### config.mk
export PLATFORM = sky130hd
export DESIGN_NAME = gray2bin_n
export DESIGN_NICKNAME = d
export VERILOG_FILES = /design/src/rtl/gray_pkg.sv /design/src/rtl/gray_step_chk.sv /design/src/rtl/gray2bin_n.sv
export SDC_FILE = /design/constraint.sdc
export NUM_CORES = 1
export LEC_CHECK = 0
export CORE_MARGIN = 2
export CORE_UTILIZATION = 49
export DETAILED_ROUTE_END_ITERATION = 10
export GPL_ROUTABILITY_DRIVEN = 0
export MAX_ROUTING_LAYER = met4
export PLACE_DENSITY = 0.77
export SLEW_MARGIN = 20
export SYNTH_ARGS = -nofsm -noshare
export SYNTH_HDL_FRONTEND = slang
export SYNTH_SLANG_ARGS = --single-unit
### constraint.sdc
create_clock -name clk -period 2.15 [get_ports clk]
set_input_delay 0.645 -clock clk [delete_from_list [all_inputs] [get_ports clk]]
set_output_delay 0.645 -clock clk [all_outputs]
set_load 0.05 [all_outputs]
### src/rtl/gray_pkg.sv
// rtl/gray_pkg.sv - Gray/binary conversion, popcount and saturation helpers for gray2bin_n
package gray_pkg;

  localparam int GW_MAX = 32;
  typedef logic [GW_MAX-1:0] gword_t;

  // Callers zero-extend narrower codes; zero upper bits leave the lower decode unaffected.
  function automatic gword_t gray2bin(input gword_t g);
    gword_t b;
    b = g;
    for (int i = GW_MAX - 2; i >= 0; i--) begin
      b[i] = b[i+1] ^ g[i];
    end
    return b;
  endfunction

  function automatic gword_t bin2gray(input gword_t b);
    return b ^ (b >> 1);
  endfunction

  function automatic logic [5:0] popcount(input gword_t x);
    logic [5:0] c;
    c = '0;
    for (int i = 0; i < GW_MAX; i++) begin
      c = c + 6'(x[i]);
    end
    return c;
  endfunction

  function automatic int unsigned cnt_max(input int unsigned w);
    return (32'd1 << w) - 32'd1;
  endfunction

endpackage

### src/rtl/gray_step_chk.sv
// rtl/gray_step_chk.sv - Gray single-step checker with sticky flag and saturating counter
// Optional backward-step check on decoded values under GRAY2BIN_STEP_DIR_EN.
module gray_step_chk
  import gray_pkg::*;
#(
  parameter int N     = 4,
  parameter int CNT_W = 8
) (
  input  logic             clk,
  input  logic             rst_n,
  input  logic             in_valid,
  input  logic [N-1:0]     gray_in,
  input  logic             v1,
  input  logic [N-1:0]     bin,
  input  logic             err_clr,
  output logic             step_err,
  output logic             err_sticky,
  output logic [CNT_W-1:0] err_cnt
);

  localparam logic [CNT_W-1:0] CNT_MAX = CNT_W'(cnt_max(CNT_W));

  logic [N-1:0] prev_gray;
  logic         prev_vld;
  logic         e1;
  logic         hd_err;
  logic         dir_err;
  logic         err_next;

  assign hd_err = prev_vld && (popcount(gword_t'(gray_in ^ prev_gray)) > 6'd1);

  always_ff @(posedge clk or negedge rst_n) begin
    if (!rst_n) begin
      prev_gray <= '0;
      prev_vld  <= 1'b0;
      e1        <= 1'b0;
    end else if (in_valid) begin
      prev_gray <= gray_in;
      prev_vld  <= 1'b1;
      e1        <= hd_err;
    end
  end

`ifdef GRAY2BIN_STEP_DIR_EN
  logic [N-1:0] prev_bin;
  logic         prev_bin_vld;

  // A Hamming-1 change can still be a backward step; only hold or +1 is allowed.
  assign dir_err = v1 && prev_bin_vld && (bin != prev_bin) && (bin != prev_bin + N'(1));

  always_ff @(posedge clk or negedge rst_n) begin
    if (!rst_n) begin
      prev_bin     <= '0;
      prev_bin_vld <= 1'b0;
    end else if (v1) begin
      prev_bin     <= bin;
      prev_bin_vld <= 1'b1;
    end
  end
`else
  logic unused_bin;
  assign unused_bin = ^bin;
  assign dir_err    = 1'b0;
`endif

  assign err_next = (v1 & e1) | dir_err;

  // An error in the same cycle as a clear wins: the count restarts at one.
  always_ff @(posedge clk or negedge rst_n) begin
    if (!rst_n) begin
      step_err   <= 1'b0;
      err_sticky <= 1'b0;
      err_cnt    <= '0;
    end else begin
      step_err <= err_next;
      if (err_next) begin
        err_sticky <= 1'b1;
        if (err_clr) begin
          err_cnt <= CNT_W'(1);
        end else if (err_cnt != CNT_MAX) begin
          err_cnt <= err_cnt + CNT_W'(1);
        end
      end else if (err_clr) begin
        err_sticky <= 1'b0;
        err_cnt    <= '0;
      end
    end
  end

endmodule

### src/rtl/gray2bin_n.sv
// rtl/gray2bin_n.sv - Two-stage Gray-to-binary decoder with step checking
// Optional macro: GRAY2BIN_STEP_DIR_EN (adds backward-step detection).
module gray2bin_n
  import gray_pkg::*;
#(
  parameter int N     = 4,
  parameter int CNT_W = 8
) (
  input  logic             clk,
  input  logic             rst_n,
  input  logic             in_valid,
  input  logic [N-1:0]     gray_in,
  output logic             out_valid,
  output logic [N-1:0]     bin_out,
  output logic             step_err,
  output logic             err_sticky,
  input  logic             err_clr,
  output logic [CNT_W-1:0] err_cnt
);

  logic [N-1:0] g1;
  logic         v1;
  logic [N-1:0] bin_c;

  assign bin_c = N'(gray2bin(gword_t'(g1)));

  always_ff @(posedge clk or negedge rst_n) begin
    if (!rst_n) begin
      g1        <= '0;
      v1        <= 1'b0;
      out_valid <= 1'b0;
      bin_out   <= '0;
    end else begin
      v1        <= in_valid;
      out_valid <= v1;
      if (in_valid) begin
        g1 <= gray_in;
      end
      if (v1) begin
        bin_out <= bin_c;
      end
    end
  end

  gray_step_chk #(
    .N     (N),
    .CNT_W (CNT_W)
  ) u_step_chk (
    .clk        (clk),
    .rst_n      (rst_n),
    .in_valid   (in_valid),
    .gray_in    (gray_in),
    .v1         (v1),
    .bin        (bin_c),
    .err_clr    (err_clr),
    .step_err   (step_err),
    .err_sticky (err_sticky),
    .err_cnt    (err_cnt)
  );

endmodule

==> flow_summary.yaml <==
sta:
  final_hold_viol_count: 0
  number_of_slew_limit_violations_in_the_final_report: 0
  max_slew_margin: 0.668
  final_setup_margin_ns: 0.0728
  max_clock_freq_ghz: 0.481
  finalCritPeriodShare: 0.966
  worst_clock_skew_ns: 0.00165
  timing.hold.ws_ns: 0.481
  min_period_ns: 2.08
  worstMarginPinSlew_ns: 0.498
  rsz_0062_raised_after_global_routing: "false"
  finalSetupViolations: 0
floorplan:
  die_y_microns: 51.2
  core_area_sq_um: 2150
  start_util: 0.508
  die-area_sq_um: 2620
  placement_rows: 17
  die_w_microns: 51.2
  ioPinCount: 23
clocking:
  clock-root-buffer: "sky130_fd_sc_hd__clkbuf_4"
  cts_post_setup_buffers_inserted: 0
  numClockSinks: 22
  clk_transition_reported_paths_ns: 0.11
  cts_hold_buffers: 0
  cts_htree_levels: 1
  cts_tree: "done"
  cts_max_path_buffers: 2
  cts-buffers-inserted: 3
  clock_latency_ns: 0.30
  cts_repair_resize_count: 0
worst_setup_path:
  end_kind: "output port"
  max_stage_delay_ns: 0.79
  crit_arrival_ns: 1.43
  worst_path_dominant_cell_family: "buffers and inverters"
  crit_path_top_delay_cell: "sky130_fd_sc_hd__clkdlybuf4s50_1"
  path_class: "reg2out"
  critical_path.cell_chain: "clkdlybuf4s50_1"
  required_time_at_the_endpoint_of_the_critical_path_ns: 1.50
  cp-start-kind: "register"
  cp.buffers_inverters: 1
  critical_path.max_fanout: 1
power:
  ir_drop_mv: 0.405
  leakagePower_nw: 0.635
  power.density_nw_per_um2: 786
  totalPowerFinal_mw: 1.05
grt:
  grt_pass1_vias: 717
  pin_count_of_the_biggest_net_entering_global_routing: 23
  global_route.overflow_total: 0
  grt_antenna_before_repair: 0
  grt_pass1_wl_microns: 3250
  globalRouteTotalUtil: 0.173
place:
  dp_slack_ns: -0.122
  post_dp_cell_area_sq_um: 1300
  place.detailed.hpwl_microns: 1370
  port_buffers: 22
logic_synthesis:
  syn-mean-instance-area_sq_um: 12.1
  synth.distinct_cells: 38
  part_of_the_yosys_area_used_for_sequential_elements: 0.504
  synth_top_cells_by_count: "22 x sky130_fd_sc_hd__dfrtp_1, 6 x sky130_fd_sc_hd__mux2_2, 5 x sky130_fd_sc_hd__a21oi_1, 5 x sky130_fd_sc_hd__nor2_1"
  postSynth.topFlopCell: "sky130_fd_sc_hd__dfrtp_1"
  synthesis.yosys.warnings: 0
  post_synth_inst_count: 90
  leading_post_synthesis_cells_by_cell_area: "sky130_fd_sc_hd__dfrtp_1 50%, sky130_fd_sc_hd__mux2_2 6.2%, sky130_fd_sc_hd__ha_1 3.4%, sky130_fd_sc_hd__xor2_1 3.2%, sky130_fd_sc_hd__a21oi_1 2.3%"
  async_flop_share: 1.00
  post_syn_area_sq_um: 1090
  postSynthRegisterBits: 22
  synth-edff-count: 0
  most_frequent_cell_after_synthesis: "sky130_fd_sc_hd__dfrtp_1"
  synth_nets: 101
  netlist.top_cell.by_area: "sky130_fd_sc_hd__dfrtp_1"
  netlist.area_leader.share: 0.504
worst_hold_path:
  min-delay-path-class: "reg2reg"
drt:
  drt_pass1_iterations: 4
  drc_violation_total_after_the_first_tritonroute_iteration: 11
  antenna_violating_nets_post_route: 0
  vias_per_cell: 5.51
  route.vias.total: 771
  drc_errors: 0
  wl_per_cell_microns: 13.3
  wl_microns: 1860
finish:
  area_delta_synth_final_pct: 21.9
  antenna-diode-count: 0
  final_net_count: 125
  design_area_sq_um: 1330
  layout-drive-gt1-share: 0.250
job:
  timing.max_cap.violations: 0
outcome:
  status: "finished, final reports clean"
cell usage in the layout, fill, tap and decap left out, drive strengths merged, types with 2 or more instances in the layout:
| cell type | count |
|---|---|
| and4 | 2 |
| dlymetal6s2s | 4 |
| nand2b | 4 |
| clkdlybuf4s50 | 9 |
| ha | 3 |
| nor2 | 5 |
| dfrtp | 22 |
| nand2 | 2 |
| xor2 | 4 |
| inv | 4 |
| xnor2 | 2 |
| a31oi | 2 |
| a211oi | 3 |
| clkbuf | 3 |
| mux2 | 7 |
| and3 | 3 |
| a21oi | 5 |
| buf | 10 |
cell families (layout without fill, tap and decap cells):
family,Yosys count,count (layout),synth area share
AO/OA/AOI/OAI,18,18,0.124
flip-flops,22,22,0.504
XOR/XNOR,7,7,0.0767
multiplexers,8,8,0.0848
adder cells (fa/ha/maj),3,3,0.0344
buffers and inverters,8,30,0.0447
AND/OR/NAND/NOR,24,24,0.132
routing by layer:
metal	wire, microns	track usage	up-vias	share of wire
li1	-	-	369	-
met1	845	0.218	373	0.45
met2	858	0.258	23	0.46
met3	115	0.0409	6	0.062
met4	41	0.0965	0	0.022
met5	0	-	-	0
sequential cells by signal, indices dropped and copies added (netlist names):
register	flops
bin_out	4
out_valid	1
u_step_chk.e1	1
u_step_chk.err_cnt	8
u_step_chk.err_sticky	1
u_step_chk.prev_gray	4
u_step_chk.prev_vld	1
u_step_chk.step_err	1
v1	1
worst paths after layout:
check | startpoint | slack [ns] | endpoint | depth (start not counted)
min | u_step_chk.prev_vld$_DFFE_PN0P_ | 0.48 | u_step_chk.prev_vld$_DFFE_PN0P_ | 1
max | u_step_chk.step_err$_DFF_PN0_ | 0.07 | step_err | 1
max in group asynchronous | rst_n | 1.26 | bin_out[0]$_DFFE_PN0P_ | 2
min reg2reg | u_step_chk.prev_vld$_DFFE_PN0P_ | 0.48 | u_step_chk.prev_vld$_DFFE_PN0P_ | 1
min in group asynchronous | rst_n | 0.68 | u_step_chk.err_cnt[4]$_DFFE_PN0P_ | 2
max reg2reg | u_step_chk.prev_gray[1]$_DFFE_PN0P_ | 0.53 | u_step_chk.e1$_DFFE_PN0P_ | 5
layout make-up:
class                      instances  area, sq um
inverter                           4         15.0
fill                             181          817
multi-input combinational         60          493
tap                               28         35.0
clock buffer                       3         22.5
sequential                        22          551
timing repair buffer              23          215
through the flow:
stage	cells	setup TNS, ns	utilization
final	140	0	0.620
after global routing	140	0	0.620
after CTS	140	0	0.615
after detailed placement	137	-0.122	0.605
after global placement	137	-0.103	0.605
after floorplan	90	0	-
where the power goes:
group	internal [mW]	leakage (nW)	switching [mW]	total [mW]
Clock	0.0653	0.0138	0.114	0.180
Combinational	0.142	0.349	0.213	0.355
Sequential	0.464	0.272	0.0480	0.512
No activity file was read; power rests on OpenSTA's default activity.
